**src/rtl/ifetch_ctrl.sv**
```systemverilog
// Instruction-fetch sequencer: owns the fetch PC, buffers fetched words in an
// in-order queue and hands {pc, inst} pairs to decode over valid/ready.
module ifetch_ctrl #(
  parameter logic [31:0] RESET_PC  = 32'h0000_0000,
  parameter int unsigned DEPTH     = 2,
  parameter int unsigned MEM_WORDS = 64
) (
  input  logic        clk,
  input  logic        rst_n,
  output logic [31:0] imem_addr,
  input  logic [31:0] imem_inst,
  input  logic        redirect_valid,
  input  logic [31:0] redirect_pc,
  input  logic        halt,
  output logic        out_valid,
  input  logic        out_ready,
  output logic [31:0] out_inst,
  output logic [31:0] out_pc,
  output logic        fetch_fault
);

  localparam int unsigned CW    = $clog2(DEPTH + 1);
  localparam logic [31:0] LIMIT = 32'(4 * MEM_WORDS);

  typedef enum logic [1:0] {RUN, HALTED, FAULT} state_t;

  state_t         state, state_nxt;
  logic [31:0]    fetch_pc, fetch_pc_nxt;
  logic [CW-1:0]  count, count_nxt, wr_idx;
  logic [31:0]    pc_q      [DEPTH];
  logic [31:0]    inst_q    [DEPTH];
  logic [31:0]    pc_q_nxt  [DEPTH];
  logic [31:0]    inst_q_nxt[DEPTH];
  logic           legal, pop, push;

  assign imem_addr   = fetch_pc;
  assign out_valid   = (count != '0);
  assign out_pc      = pc_q[0];
  assign out_inst    = inst_q[0];
  assign fetch_fault = (state == FAULT);

  always_comb begin
    legal  = (fetch_pc[1:0] == 2'b00) && (fetch_pc < LIMIT);
    pop    = out_valid && out_ready;
    push   = (state == RUN) && !halt && !redirect_valid && legal &&
             ((count < CW'(DEPTH)) || pop);
    wr_idx = count - CW'(pop);
  end

  always_comb begin
    state_nxt    = state;
    fetch_pc_nxt = fetch_pc;
    count_nxt    = count;
    if (redirect_valid) begin
      state_nxt    = halt ? HALTED : RUN;
      fetch_pc_nxt = redirect_pc;
      count_nxt    = '0;
    end else begin
      unique case (state)
        RUN: begin
          if (halt)        state_nxt = HALTED;
          else if (!legal) state_nxt = FAULT;
        end
        HALTED:  if (!halt) state_nxt = RUN;
        FAULT:   state_nxt = FAULT;
        default: state_nxt = RUN;
      endcase
      count_nxt = count - CW'(pop) + CW'(push);
      if (push) fetch_pc_nxt = fetch_pc + 32'd4;
    end
  end

  // Slot 0 is the head; it only shifts when a valid successor exists, so the
  // head (and thus out_pc/out_inst) keeps its last value once the queue empties.
  always_comb begin
    for (int unsigned i = 0; i < DEPTH; i++) begin
      pc_q_nxt[i]   = pc_q[i];
      inst_q_nxt[i] = inst_q[i];
    end
    if (pop && !redirect_valid) begin
      for (int unsigned i = 0; i + 1 < DEPTH; i++) begin
        if (CW'(i + 1) < count) begin
          pc_q_nxt[i]   = pc_q[i+1];
          inst_q_nxt[i] = inst_q[i+1];
        end
      end
    end
    if (push) begin
      for (int unsigned i = 0; i < DEPTH; i++) begin
        if (CW'(i) == wr_idx) begin
          pc_q_nxt[i]   = fetch_pc;
          inst_q_nxt[i] = imem_inst;
        end
      end
    end
  end

  always_ff @(posedge clk or negedge rst_n) begin
    if (!rst_n) begin
      state    <= RUN;
      fetch_pc <= RESET_PC;
      count    <= '0;
      for (int unsigned i = 0; i < DEPTH; i++) begin
        pc_q[i]   <= '0;
        inst_q[i] <= '0;
      end
    end else begin
      state    <= state_nxt;
      fetch_pc <= fetch_pc_nxt;
      count    <= count_nxt;
      for (int unsigned i = 0; i < DEPTH; i++) begin
        pc_q[i]   <= pc_q_nxt[i];
        inst_q[i] <= inst_q_nxt[i];
      end
    end
  end

endmodule

```
**config.mk**
```make
export PLATFORM = sky130hd
export DESIGN_NAME = ifetch_ctrl
export DESIGN_NICKNAME = d
export VERILOG_FILES = /design/src/rtl/ifetch_ctrl.sv
export SDC_FILE = /design/constraint.sdc
export NUM_CORES = 1
export LEC_CHECK = 0
export CAP_MARGIN = 10
export CELL_PAD_IN_SITES_DETAIL_PLACEMENT = 0
export CELL_PAD_IN_SITES_GLOBAL_PLACEMENT = 1
export CORE_UTILIZATION = 41
export CTS_CLUSTER_SIZE = 10
export DETAILED_ROUTE_END_ITERATION = 6
export PLACE_DENSITY = 0.88
export SLEW_MARGIN = 20
export SYNTH_ARGS = -nofsm -noshare
export SYNTH_HDL_FRONTEND = slang
export SYNTH_SLANG_ARGS = --single-unit
```
**constraint.sdc**
```tcl
create_clock -name clk -period 2.94 [get_ports clk]
set_input_delay 0.882 -clock clk [delete_from_list [all_inputs] [get_ports clk]]
set_output_delay 0.882 -clock clk [all_outputs]
set_load 0.02 [all_outputs]
```
## Word level (Yosys, flattened, before mapping)

Cells that the tools add are included.
Widths: inputs -> output; s select.

| cells by class | value |
|---|---|
| $add $sub $neg | 3 |
| $lt $le $gt $ge | 3 |
| eq/ne operators | 5 |
| muxes and demuxes | 19 |
| reduce and logical (&&, ||, !) cells | 17 |

Operators by type and width:

| cell | count |
|---|---|
| $mux 32 | 10 |
| $mux 64 | 2 |
| $add 32x3->32 const B | 1 |
| $lt 32x9->1 const B | 1 |
| $mux 2 | 5 |
| $logic_and 1x1->1 | 7 |
| $logic_not 2->1 | 3 |
| $pmux 2 s3 | 1 |
| $ne 4x4->1 const B | 1 |
| $reduce_and 2->1 | 2 |
| $reduce_bool 2->1 | 2 |
| $ne 3x3->1 const B | 1 |
| $add 2x1->2 | 1 |
| $eq 1x2->1 const A | 1 |
| $eq 2x1->1 const B | 1 |
| $eq 2x2->1 const B | 1 |
| $logic_not 1->1 | 2 |
| $lt 1x2->1 const A | 1 |
| $lt 2x2->1 const B | 1 |
| $sub 2x1->2 | 1 |
| $logic_or 1x1->1 | 1 |
| $mux 1 | 1 |

| storage, ports and cells | value |
|---|---|
| bits in registers | 164 |
| output and inout port bits | 98 |

## Depth between registers and ports, before layout

| depth | value |
|---|---|
| word-level depth | 7 |
| depth in mapped cells | 10 |
| gate-level depth less buffers | 7 |

## Least setup slack after synthesis

OpenSTA, ideal clock, no wires.

| timing path | value |
|---|---|
| path kind | input port to flip-flop |
| start point | input redirect_valid |
| end point | register inst_q, in the netlist out_inst[17] |
| arrival time | 2.560 ns |
| slack | 0.255 ns |
| cell stages on the path | 7 |
| path buffers | 3 |
| cell sequence | clkbuf_1 > nor2_1 > nand4_4 > or4_4 > buf_6 > buf_6 > mux2_4 |

RTL lines:

| item | line | text |
|---|---|---|
| start, declared | 12 | `input logic redirect_valid,` |
| end signal, assigned by index | 113 | `inst_q[i] <= inst_q_nxt[i];` |
| end, declared | 31 | `logic [31:0] inst_q [DEPTH];` |

## Worst setup path after layout

| timing path | value |
|---|---|
| start point | input halt |
| end point | register inst_q[27] in the netlist's numbering |

| on the way | value |
|---|---|
| word-level cells in the longest chain between the ends | 6 |

Ends and longest elaborated chain:

| item | line | text |
|---|---|---|
| start, declared | 14 | `input logic halt,` |
| $logic_not 1->1 | -- |  |
| $logic_and 1x1->1 (4 in a row) | 45 | `push = (state == RUN) && !halt && !redirect_valid && legal &&` |
| $reduce_and 2->1 (no line) | -- |  |

Every way passes these cells.
A chain may end at the register's enable or synchronous reset.

==> reports/qor.yml <==
timing.final.crit_share_pct: 92.6
antenna_violations_before_repair: 1
top_layer: "met4"
synthesis.yosys.warnings: 0
floorplan.initialDensity_pct: 41.8
irDropWorstVdd_mv: 0.422
cts.htree.levels: 4
grt.total_usage_pct: 17.1
max_clock_freq_mhz: 367
synth_flop_cell: "sky130_fd_sc_hd__dfrtp_1"
required_ns: 3.25
min_path_type: "input pin to asynchronous set/reset pin"
post-dp-hpwl_um: 10700
hold_buffers: 0
p_total_mw: 5.01
clock_sink_count: 164
met3WireLength_um: 967
synth_cells: 548
fin_worst_hold_slack_ns: 0.394
maxSlewHeadroom_pct: 64.9
yosys.area_share.xor_xnor_pct: 0.233
synth_seq_cells: 164
timing.final.ws_setup_ns: 0.218
finalNonFillerCells: 914
drtPass1Iterations: 4
antenna_violating_nets_post_route: 0
synth_top_family_by_area: "multiplexers"
post_cts_buffers: 0
drt-total-wl_um: 15100
worstSetupPathType: "input pin to flop"
overflow: 0
yosysUniqueCellTypes: 41
setup-tns-final_ns: 0
place_ws_ns: -0.242
synth.top_cells.by_area: "sky130_fd_sc_hd__dfrtp_1, sky130_fd_sc_hd__mux2_2, sky130_fd_sc_hd__buf_4, sky130_fd_sc_hd__mux2i_1, sky130_fd_sc_hd__mux2_4"
power-per-cell-area_nw_per_um2: 516
cp.arrival_ns: 3.03
routabilityCongestion: 0.751
netlist.area_leader.share_pct: 54.7
crit_path_max_fanout: 21
synth_area_sq_um: 7500
synthArstFlopShare_pct: 100
max_slew_violation_total_from_the_final_report: 0
route.layer.met1.wl_um: 6410
grt_first_pass_wirelength_um: 24700
route.vias.total: 4516
tightestPinTransition_ns: 0.526
synth.avg_cell_area_sq_um: 13.7
routed_via_density: 4.94
synth_mux_area_share_pct: 25.2
ios: 167
fp.dieArea_sq_um: 18800
horiz_die_dim_um: 137
drt_first_iter_violations: 186
cpMaxStageDelayCell: "sky130_fd_sc_hd__clkdlybuf4s50_1"
placeable_area_sq_um: 18000
leakage_nw: 4.79
drive_above_1_share_pct: 30.1
run_status: "finished clean"
chipHeight_um: 137
post_drt_wl_per_cell_um: 16.6
startpoint_type: "input pin"
cts_tree: "built"
area_growth_syn_to_layout_pct: 29.4
placed_cells_incl_taps: 881
cts-buffers-inserted: 17
cts_max_path_buffers: 2
cts-resized-gates: 0
hold_violations: 0
worst_setup_path_end_kind: "flop"
io_buffer_count: 166
setup_violations: 0
synth_enable_flop_cells: 0
unrepaired_setup_endpoints_after_global_routing: "false"
critical_path.cell_chain: "clkdlybuf4s50_1, nor4_4, nand4_4, buf_4, nor4_4, buf_4, mux2_2"
crit_path_max_incr_delay_ns: 0.46
clock_latency_on_the_worst_skew_pair_ns: 0.43
cts_root_buffer: "sky130_fd_sc_hd__clkbuf_16"
drv.max_cap_violation_count: 0
synth_simple_gate_area_share_pct: 9.07
grt_pass1_vias: 4874
synth.yosys.seq_area_share_pct: 54.7
clkTransAtPathRegs_ns: 0.07
cell_type_with_the_highest_aggregate_area_in_the_netlist: "sky130_fd_sc_hd__dfrtp_1"
grt_max_degree: 84
final_critical_path_time_including_i_o_delays_and_setup_ns: 2.72
post_synth_fa_ha_maj_area_fraction_pct: 0.500
synth_nets: 620
detail_route.drc_violations: 0
synth-compound-area-share_pct: 1.87
num_rows: 49
finalClockSkew_ns: 0.0194
detailroute.wirelength.met2_um: 7550
final_net_count: 743
-- routing by layer --
metal  vias to the layer above  global-route usage, %
met5                         -                      0
met4                         0                   6.17
met3                        19                   5.96
met2                       145                   28.1
met1                      2260                   20.9
li1                       2092                      -
-- cell families after synthesis --
family	Yosys count
xor gates and xnor gates	2
buffers and inverters	97
AOI/OAI and AO/OA	18
DFF	164
adders and majority gates	3
muxes	165
and+or+nand+nor	99
-- power by group --
group / switching (mW) / internal (mW)
Combinational: 0.248 / 0.282
Clock: 0.886 / 1.21
Sequential: 0.0729 / 2.31
-- path summary, 6_finish.rpt --
path	to	start	slack [ns]	cells past startpoint
max in group asynchronous	out_inst[10]$_DFF_PN0_	rst_n	1.71	2
setup / recovery	inst_q[27]$_DFFE_PN0P_	halt	0.22	7
hold reg to reg	inst_q[9]$_DFFE_PN0P_	inst_q[9]$_DFFE_PN0P_	0.49	1
min in group clk	inst_q[9]$_DFFE_PN0P_	inst_q[9]$_DFFE_PN0P_	0.49	1
hold / removal	out_inst[1]$_DFF_PN0_	rst_n	0.39	1
setup reg to reg	inst_q[27]$_DFFE_PN0P_	count[1]$_DFF_PN0_	0.41	7
-- cell usage in the layout (no fill, tap or decap), types with 3 or more instances in the layout --
cell type,n
sky130_fd_sc_hd__clkinv_2,4
sky130_fd_sc_hd__mux2_2,115
sky130_fd_sc_hd__nor2b_1,32
sky130_fd_sc_hd__a21oi_1,3
sky130_fd_sc_hd__nand4_1,3
sky130_fd_sc_hd__clkinv_4,3
sky130_fd_sc_hd__buf_12,6
sky130_fd_sc_hd__clkdlybuf4s50_1,165
sky130_fd_sc_hd__inv_1,7
sky130_fd_sc_hd__nand2_1,5
sky130_fd_sc_hd__dfrtp_1,164
sky130_fd_sc_hd__buf_4,22
sky130_fd_sc_hd__nor2_1,29
sky130_fd_sc_hd__nor3_1,3
sky130_fd_sc_hd__nor4_4,8
sky130_fd_sc_hd__clkbuf_16,17
sky130_fd_sc_hd__ha_1,3
sky130_fd_sc_hd__mux2i_1,30
sky130_fd_sc_hd__nand3_1,5
sky130_fd_sc_hd__mux2_4,18
-- registers in the layout (all words and copies together), names as in the netlist --
signal	count
out_inst	32
state	2
count	2
imem_addr	32
pc_q	32
out_pc	32
inst_q	32
-- cell usage after synthesis (3+ instances only) --
cell and n:
sky130_fd_sc_hd__a21oi_1 3, sky130_fd_sc_hd__buf_2 8, sky130_fd_sc_hd__buf_4 64, sky130_fd_sc_hd__buf_6 3
sky130_fd_sc_hd__clkbuf_1 15, sky130_fd_sc_hd__dfrtp_1 164, sky130_fd_sc_hd__ha_1 3, sky130_fd_sc_hd__inv_1 7
sky130_fd_sc_hd__mux2_2 115, sky130_fd_sc_hd__mux2_4 18, sky130_fd_sc_hd__mux2i_1 30, sky130_fd_sc_hd__nand2_1 5
sky130_fd_sc_hd__nand3_1 6, sky130_fd_sc_hd__nand4_1 3, sky130_fd_sc_hd__nor2_1 29, sky130_fd_sc_hd__nor2b_1 32
sky130_fd_sc_hd__nor3_1 3, sky130_fd_sc_hd__nor4_4 7
-- metrics by stage --
stage	instance area, sq um	utilization (%)
final	9710	54.1
after floorplan	7500	-
after global placement	9150	50.9
after global routing	9710	54.1
after CTS	9710	54.1
after detailed placement	9150	50.9
-- worst max-delay path, delay by kind of cell --
family / cells / cell delay, ns
buf+inv: 3 / 0.99
simple gates: 3 / 0.78
mux: 1 / 0.38
-- final cells by class --
cell class,count,area (sq um)
clock inverter,11,101
inverter,7,26.3
clock buffer,21,460
tap,229,287
timing repair buffer,194,1950
multi-input combinational,287,2790
fill,1462,8250
sequential,164,4100
antenna,1,2.50
No activity file was read; power rests on OpenSTA's default activity.
